--- config.mk ---
export PLATFORM = sky130hd
export DESIGN_NAME = game_counter_ctrl
export DESIGN_NICKNAME = d
export VERILOG_FILES = /design/src/rtl/game_counter_ctrl.sv
export SDC_FILE = /design/constraint.sdc
export NUM_CORES = 1
export LEC_CHECK = 0
export CORE_MARGIN = 5
export CORE_UTILIZATION = 50
export DETAILED_ROUTE_END_ITERATION = 10
export PLACE_DENSITY = 0.8
export SETUP_SLACK_MARGIN = 0.2
export SLEW_MARGIN = 20
export SYNTH_ARGS = -nofsm -noshare
export SYNTH_HDL_FRONTEND = slang
export SYNTH_SLANG_ARGS = --single-unit
--- constraint.sdc ---
create_clock -name clk -period 2.55 [get_ports clk]
set_input_delay 0.51 -clock clk [delete_from_list [all_inputs] [get_ports clk]]
set_output_delay 0.51 -clock clk [all_outputs]
set_load 0.01 [all_outputs]
--- src/rtl/game_counter_ctrl.sv ---
// Multi-mode up/down game counter with win/loss scoring and a RUN/OVER state
// machine. GAMEOVER and WHO hold in OVER until INIT or gameover_ack releases them.
module game_counter_ctrl #(
  parameter int COUNTER_SIZE   = 4,
  parameter int SCORE_SIZE     = 4,
  parameter int GAMEOVER_LIMIT = 15,
  parameter int BIG_STEP       = 2
) (
  input  logic                    clk,
  input  logic                    rst_l,
  input  logic [1:0]              ctrl,
  input  logic                    en,
  input  logic                    INIT,
  input  logic [COUNTER_SIZE-1:0] loadValue,
  input  logic                    gameover_ack,
  output logic [COUNTER_SIZE-1:0] count,
  output logic [SCORE_SIZE-1:0]   win_count,
  output logic [SCORE_SIZE-1:0]   loser_count,
  output logic                    WINNER,
  output logic                    LOSER,
  output logic                    GAMEOVER,
  output logic [1:0]              WHO
);

  typedef enum logic {RUN, OVER} state_t;

  localparam logic [COUNTER_SIZE-1:0] CNT_MAX  = '1;
  localparam logic [COUNTER_SIZE-1:0] CNT_ONE  = COUNTER_SIZE'(1);
  localparam logic [COUNTER_SIZE-1:0] CNT_STEP = COUNTER_SIZE'(BIG_STEP);
  localparam logic [SCORE_SIZE-1:0]   SC_ONE   = SCORE_SIZE'(1);
  localparam logic [SCORE_SIZE-1:0]   SC_LIMIT = SCORE_SIZE'(GAMEOVER_LIMIT);

  localparam logic [1:0] WHO_NONE   = 2'b00;
  localparam logic [1:0] WHO_LOSER  = 2'b01;
  localparam logic [1:0] WHO_WINNER = 2'b10;

  state_t                  state;
  logic [COUNTER_SIZE-1:0] next_count;
  logic [SCORE_SIZE-1:0]   win_inc;
  logic [SCORE_SIZE-1:0]   loser_inc;

  // NOTE: a combinational block assigns every output on every path (a default
  // here, via the full case) so no latch is inferred.
  always_comb begin
    next_count = count;
    case (ctrl)
      2'b00:   next_count = count + CNT_ONE;
      2'b01:   next_count = count + CNT_STEP;
      2'b10:   next_count = count - CNT_ONE;
      default: next_count = count - CNT_STEP;
    endcase
  end

  assign win_inc   = win_count + SC_ONE;
  assign loser_inc = loser_count + SC_ONE;

  // NOTE: all state is updated with non-blocking assignments so every register
  // samples the pre-edge values, e.g. the flags see the count before it moves.
  always_ff @(posedge clk or negedge rst_l) begin
    if (!rst_l) begin
      state       <= RUN;
      count       <= '0;
      win_count   <= '0;
      loser_count <= '0;
      WINNER      <= 1'b0;
      LOSER       <= 1'b0;
      GAMEOVER    <= 1'b0;
      WHO         <= WHO_NONE;
    end else begin
      WINNER <= 1'b0;
      LOSER  <= 1'b0;
      if (INIT) begin
        // Load/restart wins over everything else in either state.
        state       <= RUN;
        count       <= loadValue;
        win_count   <= '0;
        loser_count <= '0;
        GAMEOVER    <= 1'b0;
        WHO         <= WHO_NONE;
      end else begin
        case (state)
          RUN: begin
            if (en) begin
              count <= next_count;
              if (count == '0) begin
                LOSER       <= 1'b1;
                loser_count <= loser_inc;
                if (loser_inc == SC_LIMIT) begin
                  GAMEOVER <= 1'b1;
                  WHO      <= WHO_LOSER;
                  state    <= OVER;
                end
              end else if (count == CNT_MAX) begin
                WINNER    <= 1'b1;
                win_count <= win_inc;
                if (win_inc == SC_LIMIT) begin
                  GAMEOVER <= 1'b1;
                  WHO      <= WHO_WINNER;
                  state    <= OVER;
                end
              end
            end
          end
          OVER: begin
            // Frozen until acknowledged; ack alone restarts from zero.
            if (gameover_ack) begin
              state       <= RUN;
              count       <= '0;
              win_count   <= '0;
              loser_count <= '0;
              GAMEOVER    <= 1'b0;
              WHO         <= WHO_NONE;
            end
          end
          default: state <= RUN;
        endcase
      end
    end
  end

endmodule

==> impl_metrics.yaml <==
sta:
  rsz0062_at_grt: "no"
  setup_ws_ns: 0.513
  fin_setup_tns_ns: 0
  hold_viol: 0
  fmax_mhz: 491
  slew_headroom_pct: 47.3
  drv_slew: 0
  tightest_slew_ns: 0.788
  min_period_over_period_pct: 79.9
  finalClockSkew_ns: 0.0118
  fin_crit_ns: 2.04
  finalSetupViolCount: 0
die:
  design.core.area_sq_mm: 0.00217
  start_util_pct: 51.7
  std_cell_rows: 17
  io_pins: 28
  dieWidth_um: 57.4
  die_y_um: 57.4
  dieArea_sq_mm: 0.00329
clocking:
  cts_setup_buffers: 0
  root_buffer: "clkbuf_4"
  clk-insertion-delay-late_ns: 0.29
  clkTransAtPathRegs_ns: 0.09
  numCtsBuffers: 3
  cts.repair.resized: 0
  clockBufferDepth: 2
  hold_buffers: 0
  cts.sinks: 18
  cts_tree: "yes"
  htree_levels: 1
power_and_ir_drop:
  p_seq_share_pct: 52.1
  p_per_area_mw_per_mm2: 434
  internal_power_uw: 439
  power_frac_clock_pct: 21.7
  p_switching_uw: 193
  pwr-share-comb_pct: 26.2
  max-vdd-ir-drop_mv: 0.299
  power_uw: 631
  leakage_uw: 0.000614
  swShare_pct: 30.5
detailed_routing:
  viasPerCell: 5.60
  post_drt_wl_per_cell_um: 13.9
  drc: 0
  met1Wirelength_mm: 1.10
  dr_wl_met3_um: 123
  first_iter_violations: 25
  dr.pass1.iters: 4
  routed.top_layer: "met4"
  final_antenna_net_count: 0
  drt_wl_total_mm: 2.50
  vias: 1008
  wl_met2_mm: 1.25
synthesis:
  syn_nets: 139
  seq_area_frac_synth_pct: 40.2
  yosys_warnings: 0
  avgSynthCellArea_sq_um: 9.19
  synth_area_leaders: "dfrtp_1 (40%), nand2_1 (6.7%), ha_1 (5.6%)"
  synth_cell_type_count: 39
  yosysTopAreaCell: "dfrtp_1"
  synth_cells: 122
  synth_top_area_share_pct: 40.2
  ys_ff_latch: 18
  netlist_area_sq_mm: 0.00112
outcome:
  status: "finished, final reports clean"
cells_and_area:
  area_growth_pct: 29.7
  antenna_cells: 0
  drive_gt1_share_pct: 6.58
  final_cells: 180
  fin_nets: 171
  fillers: 186
  final_cell_area_sq_mm: 0.00145
global_route:
  grt_pass1_wl_mm: 4.32
  grt_usage_pct: 16.2
  grt_overflow_total: 0
  antenna_found_initial: 0
  grt_max_degree: 19
  grt_pass1_vias: 952
placement:
  pre_cts_ws_ns: 0.218
  dpl_cell_area_sq_mm: 0.00143
  portBuffers: 27
  dp_hpwl_mm: 1.91
  gp_congestion: 0.943
  dp.cells: 177
critical_path:
  required_ns: 2.70
  end_kind: "flop"
  start_kind: "input pin"
  critical-path-max-stage-delay_ns: 0.51
  path_delay_family: "buffers and inverters"
  crit_path_top_delay_cell: "clkdlybuf4s50_1"
  cp_cell_sequence: "clkdlybuf4s50_1 -> inv_1 -> nor2_1 -> fa_1 -> xor2_1 -> nand2_1 -> a21boi_0 -> o21ai_0 -> o21ai_1"
  arrival_ns: 2.18
  cp_max_fo: 7
  critPathBufInv: 2
  path_class: "input pin to flop"
run:
  cap_violations: 0
min_path:
  hp-class: "flop to flop"
-- sequential cells by signal, summed over array words and instances, names as in the netlist --
| signal | cells |
|---|---|
| win_count | 4 |
| loser_count | 4 |
| state | 1 |
| count | 4 |
| LOSER | 1 |
| WHO | 2 |
| GAMEOVER | 1 |
| WINNER | 1 |
-- synthesized netlist by cell type (all sizes together) --
cell and count:
a211o 1, a21boi 1, a21o 1, a21oi 7
a221oi 1, a22o 4, a22oi 1, a31oi 1
a32oi 1, and4 1, buf 2, clkinv 1
dfrtp 18, fa 1, ha 5, inv 7
mux2i 2, nand2 20, nand2b 2, nand3 4
nand4 1, nand4b 3, nor2 5, nor2b 3
nor3 1, nor3b 1, nor4 1, o21ai 12
o21bai 1, o221ai 1, o22ai 1, o311ai 1
o31ai 1, o32ai 1, or4 1, xnor2 2
xor2 5
-- worst register-to-register path: stages (launching register included) --
cell and delay (ns):
dfrtp_1 0.51, inv_1 0.16, fa_1 0.45, xor2_1 0.15
nand2_1 0.08, a21boi_0 0.08, o21ai_0 0.15, o21ai_1 0.08
-- final cells by class --
type                            count  area [sq um]  share of cell area (%)
Inverter                            8          30.0                    2.07
Tap cell                           28          35.0                    2.41
Timing Repair Buffer               29           285                    19.6
Clock buffer                        3          22.5                    1.55
Multi-Input combinational cell     94           631                    43.4
Sequential cell                    18           450                    31.0
-- power by group through the flow --
| stage | Combinational (uW) | Sequential (uW) | Clock, uW |
|---|---|---|---|
| 6_report | 166 | 329 | 137 |
| 2_1_floorplan | 89.2 | 335 | 0 |
| 4_1_cts | 167 | 329 | 139 |
| 5_1_grt | 191 | 331 | 149 |
| 3_3_place_gp | 163 | 334 | 0 |
| 3_5_place_dp | 166 | 334 | 0 |
-- through the flow --
step	util [%]	hold WS, ns
2_1_floorplan	-	0.214
3_3_place_gp	66.0	0.471
3_5_place_dp	66.0	0.478
4_1_cts	67.0	0.500
5_1_grt	67.0	0.524
6_report	67.0	0.492
-- cells in the final DEF, fill, tap and decap left out, types with 3 or more instances in the layout --
cell             instances
clkdlybuf4s50_1         27
nand2_1                 20
dfrtp_1                 18
inv_1                    7
a21oi_1                  7
o21ai_0                  6
nor2_1                   5
xor2_1                   5
o21ai_1                  5
ha_1                     5
nand3_1                  4
a22o_1                   4
nor2b_1                  3
nand4b_1                 3
clkbuf_4                 3
-- cells by family after synthesis --
| kind of cell | Yosys count | synth area share [%] |
|---|---|---|
| xor+xnor | 7 | 5.47 |
| simple gates | 43 | 20.1 |
| flops | 18 | 40.2 |
| fa+ha+maj | 6 | 7.37 |
| compound gates | 36 | 21.5 |
| buf+inv | 10 | 3.57 |
| mux | 2 | 1.79 |
-- worst paths after layout --
path	startpoint	endpoint	slack (ns)	cells past startpoint
max	ctrl[0]	count[3]	0.51	9
min	GAMEOVER	GAMEOVER	0.49	2
max reg2reg	count[1]	count[3]	0.76	7
min reg2reg	GAMEOVER	GAMEOVER	0.49	2
max in group asynchronous	rst_l	count[2]	1.38	1
min in group asynchronous	rst_l	loser_count[2]	0.67	1
-- layer usage --
layer	track usage [%]	vias up
met1	21.4	477
li1	-	504
met4	6.62	0
met2	26.1	25
met5	0	-
met3	2.94	2
No activity file was read; power rests on OpenSTA's default activity.
